### src/rtl/fractal_sync_pkg.sv
// Shared types and constants for the fractal_sync traffic generator.
package fractal_sync_pkg;

  // Per-port compute-unit life cycle within one iteration.
  typedef enum logic [2:0] {
    TGEN_IDLE,
    TGEN_COMP,
    TGEN_REQ,
    TGEN_WAIT,
    TGEN_DONE
  } fsync_tgen_state_e;

  // Width of the global error counter.
  localparam int TGEN_ERR_W = 16;

  // A wake or error pulse that arrives outside WAIT is spurious.
  // Each such pulse counts as one error.
  function automatic logic [1:0] spurious_count(input logic wake, input logic error);
    return {1'b0, wake} + {1'b0, error};
  endfunction

endpackage

### src/rtl/fractal_sync_tgen_port.sv
// One emulated compute unit: compute delay, one request pulse, then wait for the wake.
// Request and wake are single-cycle pulses with no back-pressure. A request is
// valid only in the cycle req is high. A wake or error is consumed in the cycle
// it is high. Nothing is held or retried.
module fractal_sync_tgen_port
  import fractal_sync_pkg::*;
#(
  parameter int LVL_WIDTH = 3,
  parameter int ID_WIDTH  = 5,
  parameter int COMP_W    = 8,
  parameter int TMO_W     = 12,
  parameter int LAT_W     = 12
) (
  input  logic                 clk_i,
  input  logic                 rst_i,
  input  logic                 clr_i,
  input  logic                 launch_i,
  input  logic                 finish_i,
  input  logic [COMP_W-1:0]    comp_i,
  input  logic [LVL_WIDTH-1:0] cfg_lvl_i,
  input  logic [ID_WIDTH-1:0]  cfg_id_i,
  input  logic                 wake_i,
  input  logic [LVL_WIDTH-1:0] lvl_i,
  input  logic [ID_WIDTH-1:0]  id_i,
  input  logic                 error_i,
  output logic                 in_done_o,
  output logic [1:0]           err_inc_o,
  output logic [LAT_W-1:0]     lat_max_o,
  output fsync_tgen_state_e    state_o
);

  fsync_tgen_state_e state_q, state_d;
  logic [COMP_W-1:0] comp_q, comp_d;
  logic [TMO_W-1:0]  tmo_q, tmo_d, tmo_inc;
  logic [LAT_W-1:0]  lat_q, lat_d, lat_inc;
  logic [LAT_W-1:0]  lat_max_q, lat_max_d;
  logic              mismatch;

  // Next-state, counter updates and per-cycle error increment.
  always_comb begin
    state_d   = state_q;
    comp_d    = comp_q;
    tmo_d     = tmo_q;
    lat_d     = lat_q;
    lat_max_d = lat_max_q;
    err_inc_o = 2'd0;
    lat_inc   = (lat_q == '1) ? lat_q : lat_q + 1'b1;
    tmo_inc   = tmo_q + 1'b1;
    mismatch  = (lvl_i != cfg_lvl_i) || (id_i != cfg_id_i);
    unique case (state_q)
      TGEN_IDLE: begin
        err_inc_o = spurious_count(wake_i, error_i);
        if (launch_i) begin
          state_d = TGEN_COMP;
          comp_d  = comp_i;
        end
      end
      TGEN_COMP: begin
        err_inc_o = spurious_count(wake_i, error_i);
        if (comp_q == '0) begin
          state_d = TGEN_REQ;
        end else begin
          comp_d = comp_q - 1'b1;
        end
      end
      TGEN_REQ: begin
        // A response in the request cycle cannot belong to this request.
        err_inc_o = spurious_count(wake_i, error_i);
        state_d   = TGEN_WAIT;
        tmo_d     = '0;
        lat_d     = '0;
      end
      TGEN_WAIT: begin
        lat_d = lat_inc;
        tmo_d = tmo_inc;
        if (wake_i || error_i) begin
          state_d = TGEN_DONE;
          // Error and bad wake in the same cycle still count once.
          if (error_i || (wake_i && mismatch)) begin
            err_inc_o = 2'd1;
          end
          // lat_inc is the request-to-wake distance in cycles.
          if (wake_i && (lat_inc > lat_max_q)) begin
            lat_max_d = lat_inc;
          end
        end else if (tmo_inc == '1) begin
          state_d   = TGEN_DONE;
          err_inc_o = 2'd1;
        end
      end
      TGEN_DONE: begin
        err_inc_o = spurious_count(wake_i, error_i);
        if (finish_i) begin
          state_d = TGEN_IDLE;
        end else if (launch_i) begin
          state_d = TGEN_COMP;
          comp_d  = comp_i;
        end
      end
      default: state_d = TGEN_IDLE;
    endcase
    if (clr_i) begin
      lat_max_d = '0;
    end
  end

  // State and counter registers; reset returns the port to idle with no history.
  always_ff @(posedge clk_i) begin
    if (rst_i) begin
      state_q   <= TGEN_IDLE;
      comp_q    <= '0;
      tmo_q     <= '0;
      lat_q     <= '0;
      lat_max_q <= '0;
    end else begin
      state_q   <= state_d;
      comp_q    <= comp_d;
      tmo_q     <= tmo_d;
      lat_q     <= lat_d;
      lat_max_q <= lat_max_d;
    end
  end

  assign in_done_o = (state_q == TGEN_DONE);
  assign lat_max_o = lat_max_q;
  assign state_o   = state_q;

endmodule

### src/rtl/fractal_sync_tgen.sv
// Multi-port synchronization traffic generator.
// Ports run iteration-locked: all ports are relaunched only after every port is done.
module fractal_sync_tgen
  import fractal_sync_pkg::*;
#(
  parameter int N_PORTS    = 2,
  parameter int AGGR_WIDTH = 6,
  parameter int LVL_WIDTH  = 3,
  parameter int ID_WIDTH   = 5,
  parameter int COMP_W     = 8,
  parameter int ITER_W     = 16,
  parameter int TMO_W      = 12,
  parameter int LAT_W      = 12
) (
  input  logic                          clk_i,
  input  logic                          rst_i,
  input  logic                          start_i,
  input  logic [ITER_W-1:0]             cfg_iter_i,
  input  logic [AGGR_WIDTH-1:0]         cfg_aggr_i,
  input  logic [ID_WIDTH-1:0]           cfg_id_i,
  input  logic [LVL_WIDTH-1:0]          cfg_lvl_i,
  input  logic [N_PORTS*COMP_W-1:0]     cfg_comp_i,
  output logic [N_PORTS-1:0]            req_sync_o,
  output logic [N_PORTS*AGGR_WIDTH-1:0] req_aggr_o,
  output logic [N_PORTS*ID_WIDTH-1:0]   req_id_o,
  input  logic [N_PORTS-1:0]            rsp_wake_i,
  input  logic [N_PORTS*LVL_WIDTH-1:0]  rsp_lvl_i,
  input  logic [N_PORTS*ID_WIDTH-1:0]   rsp_id_i,
  input  logic [N_PORTS-1:0]            rsp_error_i,
  output logic                          busy_o,
  output logic                          done_o,
  output logic [ITER_W-1:0]             iter_o,
  output logic [TGEN_ERR_W-1:0]         err_cnt_o,
  output logic [N_PORTS*LAT_W-1:0]      lat_max_o
);

  // Extra headroom so the per-cycle sum cannot wrap before saturation.
  localparam int SUM_W = TGEN_ERR_W + 8;

  logic [ITER_W-1:0]         cfg_iter_q;
  logic [AGGR_WIDTH-1:0]     cfg_aggr_q;
  logic [ID_WIDTH-1:0]       cfg_id_q;
  logic [LVL_WIDTH-1:0]      cfg_lvl_q;
  logic [N_PORTS*COMP_W-1:0] cfg_comp_q;
  logic                      busy_q;
  logic                      done_q;
  logic [ITER_W-1:0]         iter_q;
  logic [TGEN_ERR_W-1:0]     err_q, err_d;

  logic                      start_acc;
  logic                      step;
  logic                      last;
  logic                      launch;
  logic [ITER_W-1:0]         iter_inc;
  logic [N_PORTS*COMP_W-1:0] comp_sel;
  logic [SUM_W-1:0]          err_sum;

  logic [N_PORTS-1:0]        port_done;
  logic [1:0]                port_inc   [N_PORTS];
  fsync_tgen_state_e         port_state [N_PORTS];

  // Run control: accept start, detect iteration completion, decide relaunch or finish.
  always_comb begin
    start_acc = start_i && !busy_q;
    step      = busy_q && (&port_done);
    iter_inc  = iter_q + 1'b1;
    last      = step && (iter_inc == cfg_iter_q);
    launch    = (start_acc && (cfg_iter_i != '0)) || (step && !last);
    // The first launch happens with the config being latched this cycle.
    comp_sel  = start_acc ? cfg_comp_i : cfg_comp_q;
  end

  // Saturating sum of all per-port error increments.
  always_comb begin
    err_sum = {{(SUM_W-TGEN_ERR_W){1'b0}}, err_q};
    for (int p = 0; p < N_PORTS; p++) begin
      err_sum = err_sum + SUM_W'(port_inc[p]);
    end
    err_d = (err_sum[SUM_W-1:TGEN_ERR_W] != '0) ? '1 : err_sum[TGEN_ERR_W-1:0];
  end

  // Config, iteration, busy/done and error-count registers.
  always_ff @(posedge clk_i) begin
    if (rst_i) begin
      cfg_iter_q <= '0;
      cfg_aggr_q <= '0;
      cfg_id_q   <= '0;
      cfg_lvl_q  <= '0;
      cfg_comp_q <= '0;
      busy_q     <= 1'b0;
      done_q     <= 1'b0;
      iter_q     <= '0;
      err_q      <= '0;
    end else begin
      done_q <= 1'b0;
      err_q  <= err_d;
      if (start_acc) begin
        cfg_iter_q <= cfg_iter_i;
        cfg_aggr_q <= cfg_aggr_i;
        cfg_id_q   <= cfg_id_i;
        cfg_lvl_q  <= cfg_lvl_i;
        cfg_comp_q <= cfg_comp_i;
        iter_q     <= '0;
        err_q      <= '0;
        busy_q     <= (cfg_iter_i != '0);
        done_q     <= (cfg_iter_i == '0);
      end else if (step) begin
        iter_q <= iter_inc;
        if (last) begin
          busy_q <= 1'b0;
          done_q <= 1'b1;
        end
      end
    end
  end

  for (genvar p = 0; p < N_PORTS; p++) begin : g_port
    fractal_sync_tgen_port #(
      .LVL_WIDTH (LVL_WIDTH),
      .ID_WIDTH  (ID_WIDTH),
      .COMP_W    (COMP_W),
      .TMO_W     (TMO_W),
      .LAT_W     (LAT_W)
    ) u_port (
      .clk_i     (clk_i),
      .rst_i     (rst_i),
      .clr_i     (start_acc),
      .launch_i  (launch),
      .finish_i  (last),
      .comp_i    (comp_sel[p*COMP_W +: COMP_W]),
      .cfg_lvl_i (cfg_lvl_q),
      .cfg_id_i  (cfg_id_q),
      .wake_i    (rsp_wake_i[p]),
      .lvl_i     (rsp_lvl_i[p*LVL_WIDTH +: LVL_WIDTH]),
      .id_i      (rsp_id_i[p*ID_WIDTH +: ID_WIDTH]),
      .error_i   (rsp_error_i[p]),
      .in_done_o (port_done[p]),
      .err_inc_o (port_inc[p]),
      .lat_max_o (lat_max_o[p*LAT_W +: LAT_W]),
      .state_o   (port_state[p])
    );

    // Request fields are only non-zero during the request pulse.
    assign req_sync_o[p] = (port_state[p] == TGEN_REQ);
    assign req_aggr_o[p*AGGR_WIDTH +: AGGR_WIDTH] = req_sync_o[p] ? cfg_aggr_q : '0;
    assign req_id_o[p*ID_WIDTH +: ID_WIDTH]       = req_sync_o[p] ? cfg_id_q : '0;
  end

  assign busy_o    = busy_q;
  assign done_o    = done_q;
  assign iter_o    = iter_q;
  assign err_cnt_o = err_q;

endmodule

### config.mk
export PLATFORM = sky130hd
export DESIGN_NAME = fractal_sync_tgen
export DESIGN_NICKNAME = d
export VERILOG_FILES = /design/src/rtl/fractal_sync_pkg.sv /design/src/rtl/fractal_sync_tgen_port.sv /design/src/rtl/fractal_sync_tgen.sv
export SDC_FILE = /design/constraint.sdc
export NUM_CORES = 1
export LEC_CHECK = 0
export CORE_UTILIZATION = 35
export CTS_CLUSTER_SIZE = 24
export DETAILED_ROUTE_END_ITERATION = 12
export PLACE_DENSITY = 0.62
export SLEW_MARGIN = 20
export SYNTH_ARGS = -nofsm -noshare
export SYNTH_HDL_FRONTEND = slang
export SYNTH_HIERARCHICAL = 1
export SYNTH_SLANG_ARGS = --single-unit
### constraint.sdc
create_clock -name clk_i -period 4.3 [get_ports clk_i]
set_input_delay 0.43 -clock clk_i [delete_from_list [all_inputs] [get_ports clk_i]]
set_output_delay 0.43 -clock clk_i [all_outputs]
set_load 0.05 [all_outputs]
## After elaboration in Yosys (flattened, before gate mapping)

Index checks and enable logic that the tools add are counted.
W data, S select, Z words.

| operators by class | value |
|---|---|
| add/sub/neg operators | 11 |
| $mul | 0 |
| divide/modulo/power cells | 0 |
| $lt $le $gt $ge | 2 |
| equal/unequal tests | 25 |
| shifts and indexed selects | 0 |
| muxes and demuxes | 46 |
| bitwise gates (word level) | 0 |
| reduce and logical (&&, ||, !) cells | 42 |

Operator list:

| kind | count |
|---|---|
| $pmux W12 S2 | 4 |
| $add A12 B1 Y12 const B | 4 |
| $eq A12 B12 Y1 const B | 4 |
| $mux W8 | 6 |
| $pmux W8 S3 | 2 |
| $mux W16 | 2 |
| $mux W3 | 10 |
| $pmux W3 S5 | 2 |
| $gt A12 B12 Y1 | 2 |
| $mux W12 | 2 |
| $add A17 B2 Y18 | 1 |
| $add A16 B2 Y17 | 1 |
| $add A16 B1 Y16 const B | 1 |
| $eq A16 B16 Y1 | 1 |
| $logic_not A16 Y1 | 1 |
| $logic_not A8 Y1 | 2 |
| $reduce_bool A16 Y1 | 1 |
| $sub A8 B1 Y8 const B | 2 |
| $eq A3 B2 Y1 const B | 4 |
| $mux W6 | 2 |
| $reduce_and A3 Y1 | 4 |
| $mux W1 | 10 |
| $mux W5 | 2 |
| $ne A5 B5 Y1 | 2 |
| other kinds (19) | 54 |

| storage, ports and cells | value |
|---|---|
| register bits after elaboration | 174 |
| bits in latches | 0 |
| bits in writable memories | 0 |
| memory bits (read-only) | 0 |
| input bits | 69 |
| logic and storage cells | 145 |
| memories | 0 |

## Logic depth before layout (Yosys ltp)

Gate-level depths: netlist of run 1.

| depth | value |
|---|---|
| depth in word-level cells | 11 |
| depth in mapped cells | 16 |
| depth with buffers taken out | 16 |

## Hierarchy

Netlist of run 1, hierarchy kept.

Modules (own cells, without submodules):

| module | instances | cells each | area each (µm²) | seq. area each (µm²) |
|---|---|---|---|---|
| fractal_sync_tgen | 1 | 520 | 4037.6 | 1601.5 |
| fractal_sync_tgen_port at g_port[1].u_port | 1 | 408 | 3156.8 | 940.9 |
| fractal_sync_tgen_port at g_port[0].u_port | 1 | 393 | 3052.9 | 940.9 |

## Worst setup path before layout of run 1

Ideal clock, no wire load.

| timing | value |
|---|---|
| kind | reg2reg |
| start point | register g_port[0].u_port.tmo_q[1] |
| end point | register err_q[10], in the netlist err_cnt_o[10] |
| arrival time | 3.508 ns |
| setup slack | 0.722 ns |
| stages on the path, launching flop included | 17 |
| buffers on the path | 1 |
| period minus slack after synthesis | 3.578 ns |
| cell sequence | dfxtp_1 ha_1 nand3_1 or3_1 xor2_1 a2111oi_2 and3_1 a311o_1 inv_1 fa_1 inv_1 ha_1 a21oi_1 nor4_1 nand4_1 clkbuf_1 a21oi_1 |

RTL lines:

| item | RTL line | text |
|---|---|---|
| start: declaration | fractal_sync_tgen_port.sv:34 | `logic [TMO_W-1:0] tmo_q, tmo_d, tmo_inc;` |
| start signal: assignment | fractal_sync_tgen_port.sv:118 | `tmo_q <= tmo_d;` |
| end signal: assignment | fractal_sync_tgen.sv:96 | `err_q <= err_d;` |
| end: declaration | fractal_sync_tgen.sv:48 | `logic [TGEN_ERR_W-1:0] err_q, err_d;` |

==> results of run 1 <==
-- layer usage --
metal,up-vias,global-route usage
met1,4506,0.2278
met4,0,0.05605
met5,-,0
met2,236,0.3234
li1,4859,-
met3,29,0.03364
-- final cells by class --
cell class	count	area [um2]
clock buffers	19	442.9
clock inverters	13	162.7
fillers	2857	16160
inverters	57	214.0
multi-input cells	1016	6200
flip-flops and latches	174	3483
well taps	384	480.5
repair buffers	169	1642
-- cell usage in the layout (no fill, tap or decap), drive strengths merged, types with 4 or more instances in the layout --
cell,Yosys,layout
nand2,227,227
o41ai,4,4
nor3,36,36
clkbuf,50,19
o21ai,45,45
and4,8,8
inv,57,67
clkdlybuf4s50,0,149
or3,11,11
mux2,7,7
ha,41,41
xor2,16,16
nor2,107,107
a21oi,137,137
a2111oi,4,4
o31ai,6,6
o21a,8,8
xnor2,46,46
or2,7,7
nor4,18,18
nor3b,7,7
nand3b,6,6
and2,27,27
or3b,4,4
a41oi,5,5
dfxtp,174,174
nor2b,13,13
nand2b,10,10
mux2i,25,25
a211oi,14,14
nand4,29,29
a31oi,19,19
a21o,8,8
a22oi,18,18
buf,24,20
and3,15,15
a311oi,7,7
nand3,42,42
-- worst max-delay path, cell delays in order (launching register included) --
cell,delay (ps)
dfxtp_1,410
ha_1,250
nand3_1,190
or3_1,420
xor2_1,170
a2111oi_2,180
and3_1,270
a311o_1,190
inv_1,50
fa_1,350
inv_1,80
ha_1,180
a21oi_1,150
nor4_2,360
nand4_1,160
buf_4,190
a21oi_1,140
-- power groups by stage --
stage	Sequential (W)	Clock (W)	Combinational, W
final	0.00189	0.00163	0.00151
after global routing	0.00192	0.00173	0.00167
after CTS	0.00189	0.00167	0.00151
after detailed placement	0.00193	0	0.00150
after global placement	0.00193	0	0.00149
after floorplan	0.00189	0	0.00111
-- metrics by stage --
step	instance area, um2	power, W
global route	12620	0.005322
finish	12620	0.005033
floorplan	10250	0.003001
global placement	12010	0.003421
detailed placement	12010	0.003429
CTS	12620	0.005069
-- flip-flops by register name, indices dropped and copies added, names as in the netlist --
register and cells:
iter_o 16, cfg_iter_q 16, cfg_aggr_q 6, cfg_lvl_q 3
g_port.u_port/tmo_q 24, busy_o 1, g_port.u_port/lat_max_o 24, done_o 1
g_port.u_port/state_o 6, g_port.u_port/lat_q 24, cfg_comp_q 16, err_cnt_o 16
g_port.u_port/comp_q 16, cfg_id_q 5
-- Yosys cell counts, drive strengths merged, types with 6 or more instances --
master / count
ha: 41
xor2: 16
and2: 27
xnor2: 46
nor2b: 13
nor3: 36
and3: 15
nor2: 107
nor4: 18
clkbuf: 50
mux2: 7
nand3: 42
mux2i: 25
nand2: 227
or2: 7
o21ai: 45
dfxtp: 174
nand2b: 10
a22oi: 18
a211oi: 14
buf: 24
nand3b: 6
inv: 57
o21a: 8
a31oi: 19
nand4: 29
or3: 11
o31ai: 6
a21o: 8
a311oi: 7
a21oi: 137
nor3b: 7
and4: 8
-- timing repair --
item | CTS | global route
hold buffers | 0 | 0
gates resized for setup | 0 | 1
setup endpoints to repair | 0 | 3
-- cells by family (layout without fill, tap and decap cells) --
logic type | Yosys count | after routing | share of synthesized area
XOR/XNOR | 62 | 62 | 0.05299
AO/OA/AOI/OAI | 299 | 299 | 0.1824
buffers and inverters | 131 | 258 | 0.05592
flip-flops | 174 | 174 | 0.3399
AND/OR/NAND/NOR | 577 | 577 | 0.2788
adder cells (fa/ha/maj) | 46 | 46 | 0.05788
multiplexers | 32 | 32 | 0.03211
-- worst paths after layout --
path | start | endpoint | slack (ps)
max | g_port[0].u_port/tmo_q[1]$_SDFFE_PP0P_ | err_cnt_o[1]$_SDFF_PP0_ | 490
min | cfg_aggr_q[5]$_SDFFE_PP0P_ | cfg_aggr_q[5]$_SDFFE_PP0P_ | 460
max reg2reg | g_port[0].u_port/tmo_q[1]$_SDFFE_PP0P_ | err_cnt_o[1]$_SDFF_PP0_ | 490
min reg2reg | cfg_aggr_q[5]$_SDFFE_PP0P_ | cfg_aggr_q[5]$_SDFFE_PP0P_ | 460
==> impl_metrics.ini, run 1 <==
[status]
result_of_the_run = finished, final reports clean

[cells_and_area]
final_layout_size_suffix_gt1_frac = 0.06423
flow.area_growth_from_synthesis_pct = 23.20
final_cell_count_no_fill = 1832
diode_count = 0
finish.net_count = 1548
post-route-util = 0.4387

[synth]
ys_warn_count = 6
synth-seq-area-share = 0.3399
synth_flop_cell = dfxtp_1
postSynthRegisterBits = 174
synthesis.instances = 1321
async_set_or_reset_flop_fraction_in_the_synthesized_netlist = 0
count_of_flip_flops_with_a_built_in_enable_after_synthesis = 0
post-synth-top-area-fraction = 0.3399
synth.top_cells.by_area = dfxtp_1, nand2_1, a21oi_1
syn-cell-area_um2 = 10250
synth_cell_type_count = 83
yosys.area.top_type = dfxtp_1
synth_area_per_cell_um2 = 7.757
synth.net_count = 1434

[timing]
finalHoldViolCount = 0
max_slew.worst_pin.slew_ps = 947.0
sum_neg_setup_slack_ps = 0
final.setup_skew_ps = 18.84
hold_slack_ps = 462.7
setup_violations = 0
post-route-worst-setup-slack_ps = 485.1
period_share = 0.8872
rsz_0062_raised_after_global_routing = no
relSlewSlack = 0.3687
post-route-min-period_ps = 3815
max_freq_mhz = 262.1
drv_slew = 0

[die]
die_x_um = 173.1
die_area_um2 = 29970
fp-row-count = 62
initial_utilization = 0.3561
io-pin-count = 151
design.core.area_um2 = 28780
die_h_um = 173.1

[routing]
routed_wirelength_um = 27590
dr_wl_met2_um = 13260
detail_route.vias_per_cell = 5.257
wl_per_cell_um = 15.06
dr_wl_met3_um = 1287
dr_pass1_iterations = 5
drt_iter0_drc = 668
routed.top_layer = met4
antenna_violating_nets_post_route = 0
dr_total_vias = 9630
detail_route.drc_violations = 0
met1_length_um = 12570

[place]
post-dp-hpwl_um = 19910
pre_cts_setup_slack_ps = 408.5
dp.cells = 1800
gp_congestion = 0.8851
place.port_buffers = 150

[pwr]
clockPowerShare = 0.324
leakage_power_total_nw = 4.420
power.density_nw_per_um2 = 398.7
seq_power_share = 0.376
p_comb_frac = 0.299
power.switching_fraction = 0.3665
power_switching_w = 0.001845
power.ir.vdd_worst_mv = 0.2659
internal-power_w = 0.003189

[clocking]
tritoncts.num_buffers = 17
htree_num_levels = 4
clk_pin_slew_ps = 70
clock_insertion_delay_worst_skew_ps = 440
tritoncts = done
postCtsSetupBuffers = 0
cts-root-buf = clkbuf_16
cts.sink_count = 174
max-clock-path-buffers = 2

[global_route]
antenna_found_initial = 1
grt_pass1_vias = 9173
largest_net_degree_at_the_start_of_global_routing = 57
grt_util_all_layers = 0.1842
grt_pass1_wl_um = 45700
grt_remaining_overflow = 0

[critical_path]
required_ps = 4660
worst_ep_arrival_ps = 4180
crit_path_max_fanout = 7
worst_setup_path_end_kind = register
crit_path_start_kind = register
reg2reg_depth = 16
critical_setup_path_kind = register to register

[min_path]
hold_class = register to register
worst_hold_path.num_cells = 2

[flow_run]
max_cap_viol_count = 0
Power figures use the tool's default switching activity.
==> run 2, diff against run 1 <==
--- a/config.mk
+++ b/config.mk
@@ -8,7 +8,7 @@
 export CORE_UTILIZATION = 35
 export CTS_CLUSTER_SIZE = 24
 export DETAILED_ROUTE_END_ITERATION = 12
-export PLACE_DENSITY = 0.62
+export PLACE_DENSITY = 0.64
 export SLEW_MARGIN = 20
 export SYNTH_ARGS = -nofsm -noshare
 export SYNTH_HDL_FRONTEND = slang
==> constraint.sdc (replaced) <==
create_clock -name clk_i -period 3.2 [get_ports clk_i]
set_input_delay 0.32 -clock clk_i [delete_from_list [all_inputs] [get_ports clk_i]]
set_output_delay 0.32 -clock clk_i [all_outputs]
set_load 0.05 [all_outputs]
==> impl_metrics.ini, run 2 (synthesis results as in run 1) <==
[status]
result_of_the_run = finished with violations
failing_checks = setup timing

[timing]
hold_slack_ps = 428.5
final.setup_skew_ps = 14.53
finalHoldViolCount = 0
max_slew.worst_pin.slew_ps = 700.5
setup_violations = 2
post-route-min-period_ps = 3256
rsz_0062_raised_after_global_routing = yes
drv_slew = 0
sum_neg_setup_slack_ps = -73.45
max_freq_mhz = 307.1
period_share = 1.017
post-route-worst-setup-slack_ps = -55.89
relSlewSlack = 0.5320

[clocking]
tritoncts.num_buffers = 17
tritoncts = done
htree_num_levels = 4
max-clock-path-buffers = 2
cts-root-buf = clkbuf_16
clock_insertion_delay_worst_skew_ps = 430
clk_pin_slew_ps = 80
cts.sink_count = 174

[cells_and_area]
finish.net_count = 1640
flow.area_growth_from_synthesis_pct = 32.52
diode_count = 0
post-route-util = 0.4718
fillCellCount = 2752
mostFrequentLayoutCells = nand2_1, dfxtp_1, clkdlybuf4s50_1, a21oi_1, buf_4
layout_commonest_cell = nand2_1
final_layout_size_suffix_gt1_frac = 0.1578

[routing]
detail_route.vias_per_cell = 5.214
routed_wirelength_um = 29010
wl_per_cell_um = 15.08
dr_total_vias = 10030
met1_length_um = 13260
dr_wl_met3_um = 1171
drt_iter0_drc = 673
dr_wl_met2_um = 14070
routed.top_layer = met4
antenna_violating_nets_post_route = 0
dr_pass1_iterations = 5
detail_route.drc_violations = 0

[pwr]
leakage_power_total_nw = 4.992
power.density_nw_per_um2 = 508.7
design_power_total_w = 0.006908
power.ir.vdd_worst_mv = 0.3414

[global_route]
grt_util_all_layers = 0.1903
grt_remaining_overflow = 0
largest_net_degree_at_the_start_of_global_routing = 61
antenna_found_initial = 0
grt_pass1_wl_um = 47040
grt_pass1_vias = 9531

[min_path]
worst_hold_path.num_cells = 3
min-delay-start = cfg_aggr_i[1]
timing.hold.worst_endpoint = cfg_aggr_q[1]$_SDFFE_PP0P_
hold_class = input pin to register

[critical_path]
required_ps = 3500
timing.critical_path.buf_inv = 2
worst_setup_path_end_kind = register
timing.critical_path.cells = ha_4, nand3_4, or3_4, xor2_2, a2111oi_2, and3_1, a311o_1, inv_1, fa_2, inv_2, ha_4, fa_2, nand2_1, nor2_1, and4b_1, nor3_2
critical_setup_path_kind = register to register
worst_ep_arrival_ps = 3560
reg2reg_to = err_cnt_o[15]$_SDFF_PP0_
reg2reg_depth = 16
critPathMaxStageDelay_ps = 360
timing.critical_path.max_delay_family = simple AND/OR/NAND/NOR gates
crit_path_max_fanout = 3
r2r_setup_slack_ps = -60
critical_r2r_launch = g_port[0].u_port/tmo_q[1]$_SDFFE_PP0P_
crit_path_start_kind = register
critPathSlowestCell = dfxtp_2

[die]
initial_utilization = 0.3561
die_area_um2 = 29970
die_h_um = 173.1
io-pin-count = 151
die_x_um = 173.1
fp-row-count = 62
design.core.area_um2 = 28780

[place]
gp_congestion = 0.9015
pre_cts_setup_slack_ps = -136.7
place.port_buffers = 150
post-dp-hpwl_um = 20900

[flow_run]
max_cap_viol_count = 0
-- run 2: cell types whose count changed in the layout (fill, tap and decap cells not counted), sizes merged --
cell           delta
clkinv            +5
inv               -3
clkdlybuf4s50    -15
clkinvlp          -1
buf             +106
-- run 2: power breakdown --
part | internal, W | switching (W)
clock | 0.00119 | 0.000980
combinational | 0.000860 | 0.00138
sequential | 0.00233 | 0.000174
-- run 2: final cells by class --
| type | count | area, um2 | share of cell area |
|---|---|---|---|
| multi-input cells | 1016 | 6419 | 0.4727 |
| flip-flops and latches | 174 | 3496 | 0.2574 |
| repair buffers | 261 | 2366 | 0.1742 |
| well taps | 384 | 480.5 | 0.03538 |
| clock buffers | 18 | 429.2 | 0.03160 |
| inverters | 57 | 214.0 | 0.01576 |
| clock inverters | 14 | 175.2 | 0.01290 |
-- run 2: worst reg2reg max path, cell delays in order (launching register included) --
cell,delay [ps]
dfxtp_2,360
ha_4,150
nand3_4,80
or3_4,350
xor2_2,160
a2111oi_2,200
and3_1,240
a311o_1,170
inv_1,50
fa_2,340
inv_2,90
ha_4,150
fa_2,220
nand2_1,90
nor2_1,210
and4b_1,240
nor3_2,50
-- run 2: routing by layer --
metal / up-vias / track usage
met3: 34 / 0.03804
met2: 223 / 0.3266
met5: - / 0
met4: 0 / 0.05162
li1: 5045 / -
met1: 4730 / 0.2415
-- run 2: repair_timing --
action,CTS,global route
gates cloned,1,1
pin swaps,7,9
hold buffers,0,0
endpoints found under the setup margin,15,56
setup buffers,5,7
resized for setup,10,39
-- run 2: stage by stage --
stage / cell area (um2) / cells
2_1_floorplan: 10300 / 1321
3_3_place_gp: 12640 / 1878
3_5_place_dp: 12640 / 1878
4_1_cts: 13340 / 1916
5_1_grt: 13580 / 1924
6_report: 13580 / 1924
-- run 2: how the worst max path moves through the flow --
| stage | startpoint | depth (start not counted) | slack, ps | end |
|---|---|---|---|---|
| after floorplan | g_port[0].u_port/tmo_q[1]$_SDFFE_PP0P_ | 16 | 20 | err_cnt_o[10]$_SDFF_PP0_ |
| after global routing | g_port[0].u_port/tmo_q[1]$_SDFFE_PP0P_ | 17 | -210 | err_cnt_o[15]$_SDFF_PP0_ |
| after global placement | rsp_id_i[3] | 17 | -50 | err_cnt_o[7]$_SDFF_PP0_ |
| final | g_port[0].u_port/tmo_q[1]$_SDFFE_PP0P_ | 16 | -60 | err_cnt_o[15]$_SDFF_PP0_ |
| after CTS | g_port[0].u_port/tmo_q[1]$_SDFFE_PP0P_ | 16 | -110 | err_cnt_o[5]$_SDFF_PP0_ |
| after detailed placement | g_port[0].u_port/tmo_q[1]$_SDFFE_PP0P_ | 16 | -140 | err_cnt_o[15]$_SDFF_PP0_ |
==> run 3, diff against run 2 <==
--- a/config.mk
+++ b/config.mk
@@ -8,7 +8,7 @@
 export CORE_UTILIZATION = 35
 export CTS_CLUSTER_SIZE = 24
 export DETAILED_ROUTE_END_ITERATION = 12
-export PLACE_DENSITY = 0.64
+export PLACE_DENSITY = 0.62
 export SLEW_MARGIN = 20
 export SYNTH_ARGS = -nofsm -noshare
 export SYNTH_HDL_FRONTEND = slang
==> constraint.sdc (replaced) <==
create_clock -name clk_i -period 3.4 [get_ports clk_i]
set_input_delay 0.34 -clock clk_i [delete_from_list [all_inputs] [get_ports clk_i]]
set_output_delay 0.34 -clock clk_i [all_outputs]
set_load 0.05 [all_outputs]
==> impl_metrics.ini, run 3 (synthesis results as in run 1) <==
[clocking]
max-clock-path-buffers = 2
tritoncts = done
tritoncts.num_buffers = 17
clock_insertion_delay_worst_skew_ps = 430
clk_pin_slew_ps = 70
cts.sink_count = 174
cts-root-buf = clkbuf_16
cts.hold.buffers_added = 0
htree_num_levels = 4

[critical_path]
timing.critical_path.max_delay_family = simple AND/OR/NAND/NOR gates
worst_ep_arrival_ps = 3640
r2r_setup_slack_ps = 120
reg2reg_depth = 18
critical_setup_path_kind = register to register
crit_path_max_fanout = 6
worst_setup_path_end_kind = register
crit_path_start_kind = register
timing.critical_path.buf_inv = 5
reg2reg_to = err_cnt_o[2]$_SDFF_PP0_
critical_r2r_launch = g_port[0].u_port/tmo_q[0]$_SDFFE_PP0P_
critPathMaxStageDelay_ps = 400
critPathSlowestCell = or3_4
required_ps = 3760
timing.critical_path.cells = ha_4, nand3_4, or3_4, xor2_2, a2111oi_2, and3_1, a311o_1, inv_1, fa_2, inv_2, ha_4, a21oi_2, buf_6, nor4_4, nand4_1, buf_4, buf_12, a21oi_2

[cells_and_area]
final_cell_count_no_fill = 1896
mostFrequentLayoutCells = nand2_1, dfxtp_1, clkdlybuf4s50_1, a21oi_1, nor2_1
finish.net_count = 1612
fillCellCount = 2877
flow.area_growth_from_synthesis_pct = 29.74
diode_count = 0
final_layout_size_suffix_gt1_frac = 0.1369
layout_commonest_cell = nand2_1

[routing]
wl_per_cell_um = 15.02
dr_pass1_iterations = 5
dr_total_vias = 9875
routed_wirelength_um = 28470
detail_route.drc_violations = 0
detail_route.vias_per_cell = 5.208
antenna_violating_nets_post_route = 0
drt_iter0_drc = 683

[die]
design.core.area_um2 = 28780
io-pin-count = 151
die_h_um = 173.1
die_x_um = 173.1
initial_utilization = 0.3561
die_area_um2 = 29970
fp-row-count = 62

[status]
result_of_the_run = finished, final reports clean

[timing]
max_slew.worst_pin.slew_ps = 895.5
relSlewSlack = 0.4030
drv_slew = 0
final.setup_skew_ps = 13.00
post-route-min-period_ps = 3279
finalHoldViolCount = 0
setup_violations = 0
rsz_0062_raised_after_global_routing = yes
post-route-worst-setup-slack_ps = 120.7
period_share = 0.9645
max_freq_mhz = 304.9

[place]
gp_congestion = 0.9060
pre_cts_setup_slack_ps = -68.00
dp.cells = 1858
place.port_buffers = 150
post-dp-hpwl_um = 20680

[global_route]
grt_util_all_layers = 0.1903
grt_pass1_vias = 9339
antenna_found_initial = 0
grt_pass1_wl_um = 46870
largest_net_degree_at_the_start_of_global_routing = 49
grt_remaining_overflow = 0

[min_path]
min-delay-start = rst_i
hold_class = input pin to register
timing.hold.worst_endpoint = g_port[0].u_port/lat_q[6]$_SDFFE_PP0P_
worst_hold_path.num_cells = 2

[flow_run]
max_cap_viol_count = 0

[pwr]
power.density_nw_per_um2 = 480.4
leakage_power_total_nw = 4.809
power.ir.vdd_worst_mv = 0.3268
-- run 3: changes by cell type in the layout (fill, tap and decap cells not counted), moves of 2 or more --
cell,delta
a21oi_2,+6
clkdlybuf4s50_1,+3
clkbuf_8,+2
a2111oi_2,+2
ha_2,+3
dfxtp_2,-4
dfxtp_1,+4
ha_1,-2
clkinvlp_4,+2
inv_8,-4
buf_4,-26
a21oi_1,-6
buf_6,-3
-- run 3: cell type report --
cell class                 count  area (um2)  share of cell area
sequential                   174        3491              0.2626
timing repair buffer         233        2142              0.1611
clock buffer                  20       456.7             0.03435
clock inverter                12       133.9             0.01007
inverter                      57       214.0             0.01609
tap                          384       480.5             0.03614
multi-input combinational   1016        6377              0.4797
-- run 3: per-stage QoR --
stage / utilization / area [um2] / total power (W) / TNS, ps / hold slack, ps
after floorplan: - / 10270 / 0.003796 / 0 / 440.1
after global placement: 0.4327 / 12450 / 0.004378 / 0 / 450.7
after detailed placement: 0.4327 / 12450 / 0.004403 / -601.8 / 455.7
after CTS: 0.4566 / 13140 / 0.006414 / 0 / 392.9
after global routing: 0.4620 / 13300 / 0.006770 / -556.9 / 413.4
final: 0.4620 / 13300 / 0.006387 / 0 / 413.6
-- run 3: worst reg2reg max path, cell delays in order (launching register included) --
cell	delay, ps
dfxtp_2	350
ha_4	150
nand3_4	80
or3_4	400
xor2_2	160
a2111oi_2	200
and3_1	230
a311o_1	170
inv_1	50
fa_2	340
inv_2	80
ha_4	130
a21oi_2	50
buf_6	130
nor4_4	140
nand4_1	140
buf_4	170
buf_12	130
a21oi_2	110
-- run 3: layer usage --
layer  global-route usage  up-vias  wire length [um]
li1                     -     5001                 -
met1               0.2451     4636             13220
met2               0.3263      209             13740
met3              0.03628       29              1085
met4              0.04609        0               418
met5                    0        -                 0
-- run 3: power by group --
part	internal [W]	switching (W)	total, W
clock network	0.00113	0.000846	0.00197
registers	0.00219	0.000170	0.00236
logic	0.000769	0.00128	0.00205
total	0.00409	0.00230	0.00639
-- run 3: timing repair --
action                                  4_1_cts  5_1_grt
cloned                                        1        0
endpoints found under the setup margin       14       45
gates resized for setup                      11       36
pin swaps                                     2        6
setup buffers                                 2        3
-- run 3: how the worst max path moves through the flow --
| stage | endpoint | from | cells past startpoint | slack (ps) |
|---|---|---|---|---|
| after global routing | err_cnt_o[2]$_SDFF_PP0_ | g_port[0].u_port/tmo_q[0]$_SDFFE_PP0P_ | 18 | -70 |
| after CTS | err_cnt_o[0]$_SDFF_PP0_ | g_port[0].u_port/tmo_q[0]$_SDFFE_PP0P_ | 18 | 6 |
| after detailed placement | err_cnt_o[0]$_SDFF_PP0_ | g_port[0].u_port/tmo_q[0]$_SDFFE_PP0P_ | 17 | -70 |
| after floorplan | err_cnt_o[10]$_SDFF_PP0_ | g_port[0].u_port/tmo_q[1]$_SDFFE_PP0P_ | 16 | 30 |
| after global placement | err_cnt_o[0]$_SDFF_PP0_ | g_port[0].u_port/tmo_q[0]$_SDFFE_PP0P_ | 17 | 20 |
| final | err_cnt_o[2]$_SDFF_PP0_ | g_port[0].u_port/tmo_q[0]$_SDFFE_PP0P_ | 18 | 120 |
